--- src/rtl/game_sequencer.sv ---
// rtl/game_sequencer.sv - falling-block game control FSM: spawn, gravity timing, move strobes, row clearing
module game_sequencer #(
    parameter int DROP_TICKS = 4,
    parameter int SPAWN_LOC  = 5
) (
    input  logic        clk,
    input  logic        restart_n,
    input  logic        start,
    input  logic        left,
    input  logic        right,
    input  logic        rotate,
    input  logic [4:0]  new_location,
    input  logic [1:0]  new_rotation,
    input  logic [31:0] new_board_state,
    input  logic        touched,
    output logic        step_a,
    output logic        step_b,
    output logic        mv_left,
    output logic        mv_right,
    output logic        mv_rotate,
    output logic [1:0]  piece_type,
    output logic [4:0]  piece_location,
    output logic [1:0]  piece_rotation,
    output logic [31:0] board_state,
    output logic [2:0]  state,
    output logic        game_over,
    output logic [7:0]  lines_cleared
);

    typedef enum logic [2:0] {
        IDLE    = 3'd0,
        SPAWN   = 3'd1,
        WAIT    = 3'd2,
        PHASE_A = 3'd3,
        PHASE_B = 3'd4,
        COMMIT  = 3'd5,
        CLEAR   = 3'd6,
        OVER    = 3'd7
    } state_t;

    localparam logic [1:0] CMD_NONE  = 2'd0;
    localparam logic [1:0] CMD_LEFT  = 2'd1;
    localparam logic [1:0] CMD_RIGHT = 2'd2;
    localparam logic [1:0] CMD_ROT   = 2'd3;

    state_t      r_state;
    logic [3:0]  r_lfsr;
    logic [7:0]  r_cnt;
    logic [1:0]  r_pend;
    logic [2:0]  r_prev;
    logic        r_step_a;
    logic        r_step_b;
    logic        r_mv_left;
    logic        r_mv_right;
    logic        r_mv_rotate;
    logic [1:0]  r_type;
    logic [4:0]  r_loc;
    logic [1:0]  r_rot;
    logic [31:0] r_board;
    logic        r_game_over;
    logic [7:0]  r_lines;

    logic [2:0]  w_edge;
    logic        w_cap_en;
    logic [1:0]  w_pend_next;
    logic        w_full_found;
    logic [2:0]  w_full_row;
    logic [31:0] w_board_shifted;
    logic [3:0]  w_lfsr_next;

    assign w_edge      = {left, right, rotate} & ~r_prev;
    assign w_cap_en    = (r_state != IDLE) && (r_state != OVER) && (r_state != PHASE_A);
    assign w_lfsr_next = {r_lfsr[2:0], r_lfsr[3] ^ r_lfsr[2]};

    always_comb begin
        w_pend_next = r_pend;
        if (w_cap_en && (r_pend == CMD_NONE)) begin
            if (w_edge[2])      w_pend_next = CMD_LEFT;
            else if (w_edge[1]) w_pend_next = CMD_RIGHT;
            else if (w_edge[0]) w_pend_next = CMD_ROT;
        end
    end

    // Ascending scan so the bottom-most full row wins
    always_comb begin
        w_full_found = 1'b0;
        w_full_row   = 3'd0;
        for (int r = 0; r < 8; r++) begin
            if (&r_board[4*r +: 4]) begin
                w_full_found = 1'b1;
                w_full_row   = 3'(r);
            end
        end
    end

    always_comb begin
        w_board_shifted = r_board;
        for (int r = 1; r < 8; r++) begin
            if (3'(r) <= w_full_row) w_board_shifted[4*r +: 4] = r_board[4*(r-1) +: 4];
        end
        w_board_shifted[3:0] = 4'h0;
    end

    always_ff @(posedge clk or negedge restart_n) begin
        if (!restart_n) begin
            r_state     <= IDLE;
            r_lfsr      <= 4'b1001;
            r_cnt       <= 8'd0;
            r_pend      <= CMD_NONE;
            r_prev      <= 3'b000;
            r_step_a    <= 1'b0;
            r_step_b    <= 1'b0;
            r_mv_left   <= 1'b0;
            r_mv_right  <= 1'b0;
            r_mv_rotate <= 1'b0;
            r_type      <= 2'd0;
            r_loc       <= 5'd0;
            r_rot       <= 2'd0;
            r_board     <= 32'd0;
            r_game_over <= 1'b0;
            r_lines     <= 8'd0;
        end else begin
            r_prev   <= {left, right, rotate};
            r_pend   <= w_pend_next;
            r_step_a <= 1'b0;
            r_step_b <= 1'b0;
            case (r_state)
                IDLE: begin
                    r_board <= 32'd0;
                    r_lines <= 8'd0;
                    if (start) r_state <= SPAWN;
                end
                SPAWN: begin
                    r_type <= r_lfsr[1:0];
                    r_loc  <= 5'(SPAWN_LOC);
                    r_rot  <= 2'd0;
                    r_cnt  <= 8'd0;
                    r_lfsr <= w_lfsr_next;
                    if (r_board[SPAWN_LOC]) begin
                        r_state     <= OVER;
                        r_game_over <= 1'b1;
                    end else begin
                        r_state <= WAIT;
                    end
                end
                WAIT: begin
                    // Command is latched onto mv_* as PHASE_A begins so it is stable across both strobes
                    if (r_cnt == 8'(DROP_TICKS - 1)) begin
                        r_cnt       <= 8'd0;
                        r_state     <= PHASE_A;
                        r_step_a    <= 1'b1;
                        r_mv_left   <= (w_pend_next == CMD_LEFT);
                        r_mv_right  <= (w_pend_next == CMD_RIGHT);
                        r_mv_rotate <= (w_pend_next == CMD_ROT);
                        r_pend      <= CMD_NONE;
                    end else begin
                        r_cnt <= r_cnt + 8'd1;
                    end
                end
                PHASE_A: begin
                    r_state  <= PHASE_B;
                    r_step_b <= 1'b1;
                end
                PHASE_B: begin
                    r_mv_left   <= 1'b0;
                    r_mv_right  <= 1'b0;
                    r_mv_rotate <= 1'b0;
                    r_state     <= COMMIT;
                end
                COMMIT: begin
                    r_loc   <= new_location;
                    r_rot   <= new_rotation;
                    r_board <= new_board_state;
                    r_state <= touched ? CLEAR : WAIT;
                end
                CLEAR: begin
                    if (w_full_found) begin
                        r_board <= w_board_shifted;
                        if (r_lines != 8'hFF) r_lines <= r_lines + 8'd1;
                    end else begin
                        r_state <= SPAWN;
                    end
                end
                OVER: begin
                    if (start) begin
                        r_board     <= 32'd0;
                        r_lines     <= 8'd0;
                        r_game_over <= 1'b0;
                        r_state     <= SPAWN;
                    end
                end
                default: r_state <= IDLE;
            endcase
        end
    end

    assign state          = r_state;
    assign step_a         = r_step_a;
    assign step_b         = r_step_b;
    assign mv_left        = r_mv_left;
    assign mv_right       = r_mv_right;
    assign mv_rotate      = r_mv_rotate;
    assign piece_type     = r_type;
    assign piece_location = r_loc;
    assign piece_rotation = r_rot;
    assign board_state    = r_board;
    assign game_over      = r_game_over;
    assign lines_cleared  = r_lines;

endmodule

--- config.mk ---
export PLATFORM = sky130hd
export DESIGN_NAME = game_sequencer
export DESIGN_NICKNAME = d
export VERILOG_FILES = /design/src/rtl/game_sequencer.sv
export SDC_FILE = /design/constraint.sdc
export NUM_CORES = 1
export LEC_CHECK = 0
export CORE_MARGIN = 2
export CORE_UTILIZATION = 52
export DETAILED_ROUTE_END_ITERATION = 16
export GPL_ROUTABILITY_DRIVEN = 0
export PLACE_DENSITY = 0.95
export SLEW_MARGIN = 20
export SYNTH_ARGS = -nofsm -noshare
export SYNTH_HDL_FRONTEND = slang
export SYNTH_SLANG_ARGS = --single-unit
--- constraint.sdc ---
create_clock -name clk -period 4 [get_ports clk]
set_input_delay 0.4 -clock clk [delete_from_list [all_inputs] [get_ports clk]]
set_output_delay 0.4 -clock clk [all_outputs]
set_load 0.02 [all_outputs]
==> summary.txt <==
Outcome
  – Outcome: finished, final reports clean

Synth
  – Dominant synthesized flop cell: dfrtp_1
  – Post-synth top area share: 48.20%
  – Synthesized cell area: 3686 µm²
  – Synth area leader: dfrtp_1
  – Yosys reg bits: 73
  – Post-synth EDFFs: 0
  – Netlist cell types: 52
  – Synth area leaders: dfrtp_1 48%, mux2_2 7.0%, a22o_1 5.9%
  – Ys Warns: 0
  – Async set or reset register ratio after synthesis: 100.0%
  – Mapped Cells: 357
  – Register area share after synthesis: 49.63%
  – Synthesized net count: 405
  – Syn_area_per_cell: 10.33 µm²

Critical path
  – Crit path arrival time: 2.86 ns
  – Worst setup EP type: register
  – Most used cell, CP: nand3_1
  – Slowest-stage cell, CP: dfrtp_1
  – Top delay family on crit path: simple AND/OR/NAND/NOR gates
  – Critical path buffers and inverters: 1
  – Worst endpoint required time: 4.20 ns
  – Startpoint types: register
  – Crit Path Class: reg -> reg
  – Largest stage delay on the critical path: 0.77 ns
  – Maximum net fanout on the critical path: 38
  – Worst path cell trace: and3b_1 -> buf_4 -> nand3_1 -> or3_1 -> nand3_1 -> o21ai_0

Floorplan
  – Die X: 88.20 µm
  – I/O pin count: 104
  – Die Span Y: 88.20 µm
  – Initial Util: 53.96%
  – Die footprint: 7778 µm²
  – Core ar.: 6832 µm²
  – # rows: 30

Routing
  – Final ANT Viol Nets: 0
  – Detailed Routing Iterations Pass 1: 7
  – DRT iter0 DRCs: 334
  – Routed Wire Length: 9756 µm
  – DRC: 0
  – Routed wire length per instance: 17.55 µm
  – Vias: 3408
  – Via/cell ratio: 6.129

GRT
  – Initial antenna violation count: 0
  – GRT Total Usage: 26.01%
  – First-pass GRT wire length: 15830 µm
  – Total global routing overflow: 0
  – Vias in the first global route: 3207
  – Largest net degree at the start of global routing: 50

Timing
  – Fmax achieved: 375.0 MHz
  – Worst Tran Pin Value: 0.7388 ns
  – Final setup fails: 0
  – Fin. max-slew vios: 0
  – Post-route setup TNS: 0 ns
  – Final Hold Viols: 0
  – RSZ-0062 raised after global routing: false
  – Final min period: 2.667 ns
  – Worst Skew: 0.008563 ns
  – Final worst-path cycle share: 66.66%
  – Slew HR: 50.63%
  – Hold_ws: 0.06329 ns

Clock network
  – H-tree depth: 3
  – Post-CTS Hold Fix Bufs: 0
  – Worst-skew pair later-pin latency: 0.35 ns
  – Clock sink total: 73
  – Max clock buf depth: 2
  – Post-CTS setup buffers: 0
  – CTS root buf: clkbuf_8
  – Clock slew at reported path FFs: 0.08 ns
  – CTS tree: done
  – CTS buffer count: 9
  – # resized after CTS: 0

Power
  – Int Pwr: 0.002155 W
  – Share of power burned in the clock network: 14.6%
  – Total power per unit cell area: 766.1 nW/µm²
  – Sw frac: 43.25%
  – P_sw: 0.001643 W
  – Comb pwr share: 50.6%
  – P_leak: 2.111 nW
  – Sequential share of power: 34.8%
  – Worst VDD drop: 0.4742 mV
  – Pwr Total: 0.003798 W

Final layout
  – Final nets: 504
  – Utilization after layout: 72.56%
  – Final standard cell area without fillers: 4957 µm²
  – Diodes inserted: 0
  – Share of layout cells above drive strength 1: 12.39%
  – Synthesis-to-finish area growth: 34.49%

Run
  – Maxcap violations: 0

Place
  – Post-DP HPWL: 7084 µm
  – Placement Cell Area: 4765 µm²
  – Port Buffer Count: 103

Worst hold path
  – Hold WC Path Type: in -> async
## kinds of logic (layout without fill, tap and decap cells)
kind of cell / Yosys count / in the layout / synth area share (%)
compound gates: 117 / 117 / 23.12
xor+xnor: 1 / 1 / 0.2377
fa+ha+maj: 2 / 2 / 0.6788
buf+inv: 25 / 128 / 3.123
flops: 73 / 73 / 49.63
mux: 23 / 23 / 7.027
simple gates: 116 / 116 / 16.19
## cells in the final DEF, fill, tap and decap left out, types with 3 or more instances in the layout
cell / n
a22o_1: 25
a22oi_1: 8
buf_4: 3
o21ai_0: 34
clkdlybuf4s50_1: 102
nand4_1: 15
nand2b_1: 5
nand2_1: 37
a31oi_1: 7
nand3_1: 14
o31ai_1: 10
a21oi_1: 11
dfrtp_1: 71
inv_1: 7
nor2b_1: 6
clkinvlp_4: 3
nor2_1: 18
mux2_2: 23
and3_1: 5
clkbuf_8: 9
## cells in the mapped netlist (2+ instances only)
master,n
a21o_1,2
a21oi_1,11
a21oi_2,2
a22o_1,25
a22oi_1,8
a31oi_1,7
and3_1,5
and3b_1,2
and4_1,2
buf_2,5
buf_4,4
clkbuf_1,8
dfrtp_1,71
dfstp_2,2
ha_1,2
inv_1,7
mux2_2,23
nand2_1,37
nand2b_1,5
nand3_1,14
nand4_1,15
nor2_1,19
nor2b_1,6
nor3_1,2
nor3_2,2
o211ai_1,2
o21ai_0,34
o31ai_1,10
o32ai_2,2
## stage by stage
step,cells,setup WS [ns]
2_1_floorplan,357,2.138
3_3_place_gp,541,1.444
3_5_place_dp,541,1.388
4_1_cts,556,1.381
5_1_grt,556,1.156
6_report,556,1.333
## final cells by class
| type | count | area [µm²] |
|---|---|---|
| Inverter | 8 | 30.03 |
| Clock inverter | 5 | 57.56 |
| Clock buffer | 10 | 127.6 |
| Fill cell | 504 | 1874 |
| Sequential cell | 73 | 1829 |
| Tap cell | 96 | 120.1 |
| Timing Repair Buffer | 105 | 1044 |
| Multi-Input combinational cell | 259 | 1749 |
## worst register-to-register path, stage by stage (launching register included)
cell and delay, ns:
dfrtp_1 0.77, and3b_1 0.25, buf_4 0.37, nand3_1 0.27, or3_1 0.52, nand3_1 0.20
o21ai_0 0.14
## metal layers
layer  vias up  global-route usage [%]  share of wire (%)
li1       1541                       -                  -
met1      1698                   35.49                 42
met2       161                   43.27                 50
met3         8                   3.487                6.5
met4         0                   8.264               0.80
met5         -                       0                  0
## final timing paths
| kind | to | start | slack (ns) | cells past startpoint |
|---|---|---|---|---|
| max | lines_cleared[0] | state[2] | 1.33 | 6 |
| min | r_pend[1] | restart_n | 0.06 | 1 |
| max reg2reg | lines_cleared[0] | state[2] | 1.33 | 6 |
| min reg2reg | piece_location[1] | piece_location[1] | 0.49 | 2 |
| max in group asynchronous | board_state[27] | restart_n | 3.18 | 2 |
| min in group clk | piece_location[1] | piece_location[1] | 0.49 | 2 |
## power groups by stage
| stage | Clock (W) | Sequential (W) | Combinational, W |
|---|---|---|---|
| floorplan | 0 | 0.00145 | 0.00103 |
| global placement | 0 | 0.00131 | 0.00182 |
| detailed placement | 0 | 0.00132 | 0.00190 |
| CTS | 0.000559 | 0.00131 | 0.00191 |
| global route | 0.000590 | 0.00136 | 0.00206 |
| finish | 0.000553 | 0.00132 | 0.00192 |
## state kept, by name, summed over array words and instances, names as in the netlist
| name | count |
|---|---|
| r_pend | 2 |
| r_prev | 3 |
| game_over | 1 |
| mv_rotate | 1 |
| board_state | 32 |
| state | 3 |
| piece_rotation | 2 |
| mv_left | 1 |
| step_a | 1 |
| mv_right | 1 |
| piece_location | 5 |
| r_cnt | 8 |
| r_lfsr | 4 |
| lines_cleared | 8 |
| step_b | 1 |
No activity file was read; power rests on OpenSTA's default activity.
